`config.mk`:
```
export PLATFORM = sky130hd
export DESIGN_NAME = rf_write_scheduler
export DESIGN_NICKNAME = d
export VERILOG_FILES = /design/src/rtl/rf_ctrl_pkg.sv /design/src/rtl/rr_arbiter.sv /design/src/rtl/rf_write_scheduler.sv
export SDC_FILE = /design/constraint.sdc
export NUM_CORES = 1
export LEC_CHECK = 0
export CAP_MARGIN = 25
export CELL_PAD_IN_SITES_DETAIL_PLACEMENT = 2
export CELL_PAD_IN_SITES_GLOBAL_PLACEMENT = 2
export CORE_UTILIZATION = 21
export CTS_CLUSTER_DIAMETER = 120
export DETAILED_ROUTE_END_ITERATION = 16
export GPL_TIMING_DRIVEN = 0
export PLACE_DENSITY_LB_ADDON = 0.1
export SLEW_MARGIN = 20
export SYNTH_ARGS = -nofsm -noshare
export SYNTH_HDL_FRONTEND = slang
export SYNTH_SLANG_ARGS = --single-unit
```
`constraint.sdc`:
```
create_clock -name clk -period 3.3 [get_ports clk]
set_clock_uncertainty 0.15 [all_clocks]
set_input_delay 0.99 -clock clk [delete_from_list [all_inputs] [get_ports clk]]
set_output_delay 0.99 -clock clk [all_outputs]
set_load 0.02 [all_outputs]
```
`src/rtl/rf_ctrl_pkg.sv`:
```
// Package: rf_ctrl_pkg
//  Shared register-file write-path defaults and types.
//  D_WIDTH / NUM_REG / SEL_WIDTH : default data width, register count, address width
//  reg_addr_t / reg_data_t       : register address and data words
//  rf_wr_t                       : one staged register-file write {addr, data}
package rf_ctrl_pkg;
   localparam int D_WIDTH   = 34;
   localparam int NUM_REG   = 8;
   localparam int SEL_WIDTH = 3;

   typedef logic [SEL_WIDTH-1:0] reg_addr_t;
   typedef logic [D_WIDTH-1:0]   reg_data_t;

   typedef struct packed {
      reg_addr_t addr;
      reg_data_t data;
   } rf_wr_t;
endpackage

```
`src/rtl/rr_arbiter.sv`:
```
// Module: rr_arbiter
//  Round-robin arbiter. The scan starts at the pointer and moves upward,
//  wrapping modulo N. The first active request wins. After a grant, the
//  pointer moves to the slot just past the winner. With no grant, it holds.
// Ports
//  clk   in  1  clock, rising edge
//  rst_n in  1  asynchronous active-low reset (pointer -> 0)
//  req   in  N  request vector
//  gnt   out N  one-hot grant (combinational), all-zero when no request
module rr_arbiter #(
   parameter int N = 3
) (
   input  logic         clk,
   input  logic         rst_n,
   input  logic [N-1:0] req,
   output logic [N-1:0] gnt
);
   localparam int PW = (N > 1) ? $clog2(N) : 1;

   logic [PW-1:0] ptr;
   logic [PW-1:0] gnt_idx;
   logic          any;

   always_comb begin
      gnt     = '0;
      gnt_idx = '0;
      any     = 1'b0;
      for (int i = 0; i < N; i++) begin
         if (!any && req[(int'(ptr) + i) % N]) begin
            any                     = 1'b1;
            gnt[(int'(ptr) + i) % N] = 1'b1;
            gnt_idx                 = PW'((int'(ptr) + i) % N);
         end
      end
   end

   always_ff @(posedge clk or negedge rst_n) begin
      if (!rst_n)
         ptr <= '0;
      else if (any)
         ptr <= (int'(gnt_idx) == N - 1) ? '0 : gnt_idx + 1'b1;
   end
endmodule

```
`src/rtl/rf_write_scheduler.sv`:
```
// Module: rf_write_scheduler
//  Shares the single register-file write port among NUM_REQ producers by
//  round-robin arbitration. The granted write is staged for one cycle and
//  then driven onto the register_file wen/wa/wd inputs. A per-register busy
//  scoreboard is set at issue and cleared when the write commits.
// Ports
//  clk, rst_n_i             clock / async active-low reset
//  req_valid_i/addr_i/data_i  per-requester write requests (k at [k*W +: W])
//  req_ready_o              one-hot grant; transfer on valid & ready
//  rsv_valid_i/rsv_addr_i   issue-stage destination reservation
//  busy_o                   scoreboard, bit r set while r awaits its write
//  rf_wen_o/rf_wa_o/rf_wd_o registered write port to register_file
//  wr_unrsv_o               pulse: a committed write hit a non-busy register
// Optional (macro RF_WR_BYPASS_EN)
//  byp_ra_i  in  3 read addresses; byp_hit_o out per-reader hit on the
//  committing write; byp_data_o out the committing write data.
module rf_write_scheduler
   import rf_ctrl_pkg::*;
#(
   parameter int D_WIDTH   = rf_ctrl_pkg::D_WIDTH,
   parameter int NUM_REG   = rf_ctrl_pkg::NUM_REG,
   parameter int SEL_WIDTH = rf_ctrl_pkg::SEL_WIDTH,
   parameter int NUM_REQ   = 3
) (
   input  logic                         clk,
   input  logic                         rst_n_i,
   input  logic [NUM_REQ-1:0]           req_valid_i,
   input  logic [NUM_REQ*SEL_WIDTH-1:0] req_addr_i,
   input  logic [NUM_REQ*D_WIDTH-1:0]   req_data_i,
   output logic [NUM_REQ-1:0]           req_ready_o,
   input  logic                         rsv_valid_i,
   input  logic [SEL_WIDTH-1:0]         rsv_addr_i,
   output logic [NUM_REG-1:0]           busy_o,
   output logic                         rf_wen_o,
   output logic [SEL_WIDTH-1:0]         rf_wa_o,
   output logic [D_WIDTH-1:0]           rf_wd_o,
   output logic                         wr_unrsv_o
`ifdef RF_WR_BYPASS_EN
   ,
   input  logic [3*SEL_WIDTH-1:0]       byp_ra_i,
   output logic [2:0]                   byp_hit_o,
   output logic [D_WIDTH-1:0]           byp_data_o
`endif
);
   logic [NUM_REQ-1:0]   gnt;
   logic [SEL_WIDTH-1:0] sel_addr;
   logic [D_WIDTH-1:0]   sel_data;

   rr_arbiter #(.N(NUM_REQ)) u_arb (
      .clk   (clk),
      .rst_n (rst_n_i),
      .req   (req_valid_i),
      .gnt   (gnt)
   );

   assign req_ready_o = gnt;

   // Grant is one-hot, so an OR-reduction acts as the mux.
   always_comb begin
      sel_addr = '0;
      sel_data = '0;
      for (int k = 0; k < NUM_REQ; k++) begin
         if (gnt[k]) begin
            sel_addr = sel_addr | req_addr_i[k*SEL_WIDTH +: SEL_WIDTH];
            sel_data = sel_data | req_data_i[k*D_WIDTH +: D_WIDTH];
         end
      end
   end

   // Write stage: wa/wd hold when idle and only wen drops.
   always_ff @(posedge clk or negedge rst_n_i) begin
      if (!rst_n_i) begin
         rf_wen_o <= 1'b0;
         rf_wa_o  <= '0;
         rf_wd_o  <= '0;
      end else begin
         rf_wen_o <= |gnt;
         if (|gnt) begin
            rf_wa_o <= sel_addr;
            rf_wd_o <= sel_data;
         end
      end
   end

   // Scoreboard. A set takes priority over a clear, so a reservation made in
   // the same cycle as an older write to that register still stands.
   always_ff @(posedge clk or negedge rst_n_i) begin
      if (!rst_n_i) begin
         busy_o     <= '0;
         wr_unrsv_o <= 1'b0;
      end else begin
         wr_unrsv_o <= rf_wen_o && !busy_o[rf_wa_o];
         for (int r = 0; r < NUM_REG; r++) begin
            if (rsv_valid_i && int'(rsv_addr_i) == r)
               busy_o[r] <= 1'b1;
            else if (rf_wen_o && int'(rf_wa_o) == r)
               busy_o[r] <= 1'b0;
         end
      end
   end

`ifdef RF_WR_BYPASS_EN
   // Forward the value that commits this cycle to same-cycle readers.
   always_comb begin
      for (int j = 0; j < 3; j++)
         byp_hit_o[j] = rf_wen_o && (rf_wa_o == byp_ra_i[j*SEL_WIDTH +: SEL_WIDTH]);
   end
   assign byp_data_o = rf_wd_o;
`else
   // No bypass: readers wait one cycle after busy clears.
`endif
endmodule

```
; ---- After elaboration in Yosys (flattened, before gate mapping)
; Cells that the tools add are included.
[word_totals]
out_inout_bits = 50
reg_bits = 49
elab_cells = 132
inputBits = 120
[op_classes]
n_bitwise = 6
n_reduce_logical = 36
n_lt_le_gt_ge = 7
mux = 49
add_sub_neg = 3
n_eq_ne = 15
n_div = 3
[op_table]
columns = operator, n
row1 = 2-to-1 mux 34 bit, 3
row2 = "greater-or-equal comparator 32 x 1 -> 1 bit, second input constant", 3
row3 = "less-than comparator 32 x 4 -> 1 bit, second input constant", 3
row4 = bitwise OR 34 bit, 2
row5 = "modulo 32 x 3 -> 32 bit, second input constant", 2
row6 = "modulo 3 x 3 -> 32 bit, second input constant", 1
row7 = 2-to-1 mux 1 bit, 29
row8 = "== test 3 bit, second input constant", 8
row9 = logical AND 1 bit, 22
row10 = 2-to-1 mux 3 bit, 6
row11 = nonzero test 2 bit, 8
row12 = "== test 3 x 2 -> 1 bit, second input constant", 4
row13 = bitwise OR 3 bit, 4
row14 = 2-to-1 mux 2 bit, 4
row15 = binary-select mux 1 bit (select 2 bit), 3
row16 = demux 1 bit (select 2 bit), 3
row17 = "== test 3 x 1 -> 1 bit, second input constant", 2
row18 = zero test 3 bit, 2
row19 = "less-than comparator 3 x 4 -> 1 bit, second input constant", 1
row20 = "adder 2 x 1 -> 3 bit, second input constant", 1
row21 = "adder 2 x 2 -> 3 bit, second input constant", 1
row22 = binary-select mux 1 bit (select 3 bit), 1
row23 = zero test 1 bit, 3
row24 = OR reduction 3 bit, 1
row25 = other kinds (2), 2

; ---- Logic depth before layout (Yosys ltp)
[depth]
depth_word = 16
mapped_depth = 11
depth_no_buf = 8

; ---- Hierarchy
; From an unflattened synthesis, not the netlist that was laid out.
[unflattened]
cells_unflattened = 268
hier_area_um2 = 2668.8
[modules_own_cells]
columns = module, area_per_inst_um2, cells_each, instances, seq_area_each_um2
row1 = rf_write_scheduler, 2214.6, 212, 1, 1176.1
row2 = rr_arbiter, 454.2, 56, 1, 50.0

; ---- Least setup slack after synthesis
; Ideal clock, no wire load.
[synth_path]
path_kind = input to output
startpoint = in req_valid_i[1]
endpoint = out req_ready_o[2]
n_path_buf = 2
slack_ns = -0.107
t_required_ns = 2.160
path_stages = 6
t_arrival_ns = 2.267
cell_sequence = buf_4 mux2_2 nor3_1 a311oi_2 nor2_2 buf_1
[synth_via]
elab_chain_cells = 10
elab_cells_between_ends = 20
classes_between = 14 x mux / 2 x bitwise / 4 x reduce/logical
[synth_lines]
columns = item, line_no
row1 = from (decl), rf_write_scheduler.sv:27  ; input logic [NUM_REQ-1:0] req_valid_i,
row2 = binary-select mux 1 bit (select 2 bit), rr_arbiter.sv:29  ; if (!any && req[(int'(ptr) + i) % N]) begin
row3 = 2-to-1 mux 1 bit (not written as such) (2 in series), rr_arbiter.sv:29
row4 = 2-to-1 mux 1 bit, rr_arbiter.sv:29
row5 = zero test 1 bit, rr_arbiter.sv:29
row6 = logical AND 1 bit, rr_arbiter.sv:29
row7 = 2-to-1 mux 1 bit, rr_arbiter.sv:29
row8 = zero test 1 bit, rr_arbiter.sv:29
row9 = logical AND 1 bit, rr_arbiter.sv:29
row10 = 2-to-1 mux 3 bit (*), rr_arbiter.sv:29
row11 = to (decl), rf_write_scheduler.sv:30  ; output logic [NUM_REQ-1:0] req_ready_o,
; Every way passes the cells marked *; elsewhere a longest branch is shown, timed or not. The select of a mux whose other input is x is not followed.

; ---- Worst setup path after layout
[layout_path]
startpoint = in req_valid_i[2]
endpoint = out req_ready_o[0]
; The elaborated chain is that of the path after synthesis.

==> impl_metrics.csv <==
group,metric,value,unit
clock_tree,numClockSinks,49,
cells_and_area,area_growth,81.1,%
cells_and_area,layout.nets,549,
global_routing,top_usage_layer,"met2",
global_routing,use_met1,0.181,
clock_tree,cts_tree,"done",
detailed_routing,wl_per_cell,18.9,um
logic_synthesis,yosys-mux-area-fraction,0.0549,
logic_synthesis,yosys.area_share.adder,0.0180,
detailed_routing,remaining_drc_errors,0,
timing,finalSetupViolations,0,
timing,drv_slew,0,
cells_and_area,fillers,1364,
detailed_routing,drt_iter0_drc,60,
placement,post-place-ws,-1.32,ns
logic_synthesis,synth_area_leaders,"dfrtp_1 44%, a221o_1 13%, a22o_1 12%",
timing,max_freq,0.308,GHz
timing,min_period,3.25,ns
logic_synthesis,synth.cell_area,2780,sq um
run_status,status,"completed",
timing,setup_slack,0.0549,ns
logic_synthesis,yosys.area.top_type,"dfrtp_1",
logic_synthesis,ys.flop_type,"dfrtp_1",
global_routing,grt_pass1_wl,16800,um
power_and_ir_drop,vdd_drop_max,382,uV
timing,grt_setup_unrepaired,"true",
logic_synthesis,synth.yosys.seq_area_share,0.441,
logic_synthesis,synth_compound_area_frac,0.345,
logic_synthesis,synth_top_family_by_area,"compound AO/OA/AOI/OAI gates",
detailed_routing,vias_per_cell,4.78,
global_routing,grt_util_met3,0.0541,
global_routing,antenna_found_initial,0,
timing,hold_viol,0,
logic_synthesis,syn_inst,239,
power_and_ir_drop,cellPowerDensity,1210,nW/um^2
setup_path,start_kind,"input port",
logic_synthesis,avgSynthCellArea,11.6,sq um
logic_synthesis,synth_xor_area_frac,0,
cells_and_area,num_antenna_cells,0,
floorplanning,core_area,12800,sq um
floorplanning,dieArea,13700,sq um
timing,min_period_over_period,0.983,
floorplanning,rows,41,
hold_path,worstHoldPathType,"flip-flop to flip-flop",
clock_tree,numCtsBuffers,5,
detailed_routing,ant_nets,0,
floorplanning,boundaryPins,170,
logic_synthesis,synth_enable_flop_cells,0,
power_and_ir_drop,leakagePower,0.00201,uW
detailed_routing,routed_wl,11300,um
global_routing,grt_max_degree,50,
global_routing,first_global_vias,3106,
placement,portBuffers,167,
logic_synthesis,synthArstFlopShare,1.00,
detailed_routing,vias,2857,
global_routing,grtUsageMet2,0.302,
placement,routabilityCongestion,0.766,
clock_tree,clock_latency,0.29,ns
setup_path,critPathMaxFanout,8,
clock_tree,htreeDepth,2,
logic_synthesis,syn_nets,363,
global_routing,overflow,0,
placement,dp_hpwl,8660,um
timing,tightest_slew,0.688,ns
clock_tree,clkTransAtPathRegs,0.07,ns
setup_path,arrival,2.11,ns
timing,relSlewSlack,0.541,
logic_synthesis,synth_seq_cells,49,
floorplanning,start_util,0.218,
hold_path,holdPathStages,1,
setup_path,worst-setup-path-type,"input port to primary output",
cells_and_area,drive_above_1_share,0.174,
timing,whs,0.365,ns
floorplanning,die_h,117,um
clock_tree,cts_root_buffer,"clkbuf_16",
setup_path,crit_required,2.16,ns
clock_tree,cts_buffer_depth,2,
logic_synthesis,synth_cell_types,41,
logic_synthesis,ys_warn_count,0,
setup_path,worstSetupEndpointType,"primary output",
setup_path,reg2reg_depth,12,
global_routing,track_usage,0.164,
logic_synthesis,yosys.area_share.simple,0.0648,
floorplanning,die_w,117,um
detailed_routing,dr.pass1.iters,4,
logic_synthesis,synth_top_area_frac,0.441,
run,maxCapViolCount,0,
-- registers in the layout, summed over array words and instances (netlist names) --
register    flops
wr_unrsv_o      1
u_arb.ptr       2
rf_wa_o         3
rf_wd_o        34
rf_wen_o        1
busy_o          8
-- worst max-delay path: stages --
cell and delay, ns:
buf_4 0.16, mux2i_4 0.21, o21ai_1 0.11, a22oi_2 0.25, o22ai_4 0.11, buf_6 0.13
buf_2 0.15
-- logic make-up (layout without fill, tap and decap cells) --
group,count (synthesis),count (layout)
adders and majority gates,4,4
AOI/OAI and AO/OA,114,114
muxes,10,10
and+or+nand+nor,32,32
DFF,49,49
buffers and inverters,30,217
-- area by class of cell --
| type | instances | area, sq um | share of cell area |
|---|---|---|---|
| buffer | 23 | 223 | 0.0443 |
| clock buffer | 6 | 129 | 0.0256 |
| clock inverter | 2 | 13.8 | 0.00273 |
| inverter | 7 | 26.3 | 0.00522 |
| multi-input combinational | 160 | 1440 | 0.285 |
| sequential | 49 | 1230 | 0.244 |
| tap | 172 | 215 | 0.0428 |
| timing repair buffer | 179 | 1760 | 0.350 |
-- synth_stat cells, types with 4 or more instances --
master and count:
dfrtp_1 49, a22o_1 39, a221o_1 37, o21ai_0 16, nand2b_1 10, buf_6 9
nand2_1 8, buf_2 7, inv_1 7, o31ai_1 6, a21oi_1 4, ha_1 4
mux2i_1 4, nor2_1 4
-- routing by layer --
layer,vias up,routed length [um]
met2,82,6090
met3,11,793
li1,1336,-
met5,-,0
met4,0,187
met1,1428,4230
-- final timing paths --
kind                                 from              to  slack [ns]
min reg2reg                   rf_wd_o[16]     rf_wd_o[16]        0.36
min in group asynchronous         rst_n_i      rf_wd_o[6]        0.58
min                           rf_wd_o[16]     rf_wd_o[16]        0.36
max                        req_valid_i[2]  req_ready_o[0]        0.05
max reg2reg                  u_arb.ptr[1]     rf_wd_o[29]        0.59
max in group asynchronous         rst_n_i    u_arb.ptr[1]        1.94
-- layout by cell type, fill, tap and decap left out, drive strengths merged, types with 2 or more instances in the layout --
master         instances
clkdlybuf4s50        162
dfrtp                 49
a22o                  40
a221o                 37
buf                   37
o21ai                 18
nand2b                10
clkbuf                 9
nand2                  8
inv                    8
o31ai                  6
nor2                   6
mux2i                  6
a21oi                  4
ha                     4
nor3                   2
mux4                   2
nand3                  2
mux2                   2
a22oi                  2
-- report_power, final --
| part | internal (uW) | switching (uW) |
|---|---|---|
| logic | 2260 | 2120 |
| registers | 960 | 208 |
| clock network | 284 | 240 |
-- stage by stage --
| stage | instance area, sq um | total power (uW) | TNS [ns] | util | instances |
|---|---|---|---|---|---|
| 6_report | 5030 | 6070 | 0 | 0.394 | 598 |
| 2_1_floorplan | 2780 | 3780 | 0 | - | 239 |
| 3_3_place_gp | 4670 | 5190 | -42.15 | 0.365 | 578 |
| 3_5_place_dp | 4670 | 5300 | -10.58 | 0.365 | 578 |
| 5_1_grt | 5030 | 6540 | -0.0636 | 0.394 | 598 |
| 4_1_cts | 4990 | 6120 | 0 | 0.391 | 595 |
-- what timing repair did --
item	in CTS	in global routing
setup buffers	9	3
resized for setup	48	6
endpoints found under the setup margin	3	3
hold buffers	0	0
pin swaps	6	5
No activity file was read; power rests on OpenSTA's default activity.
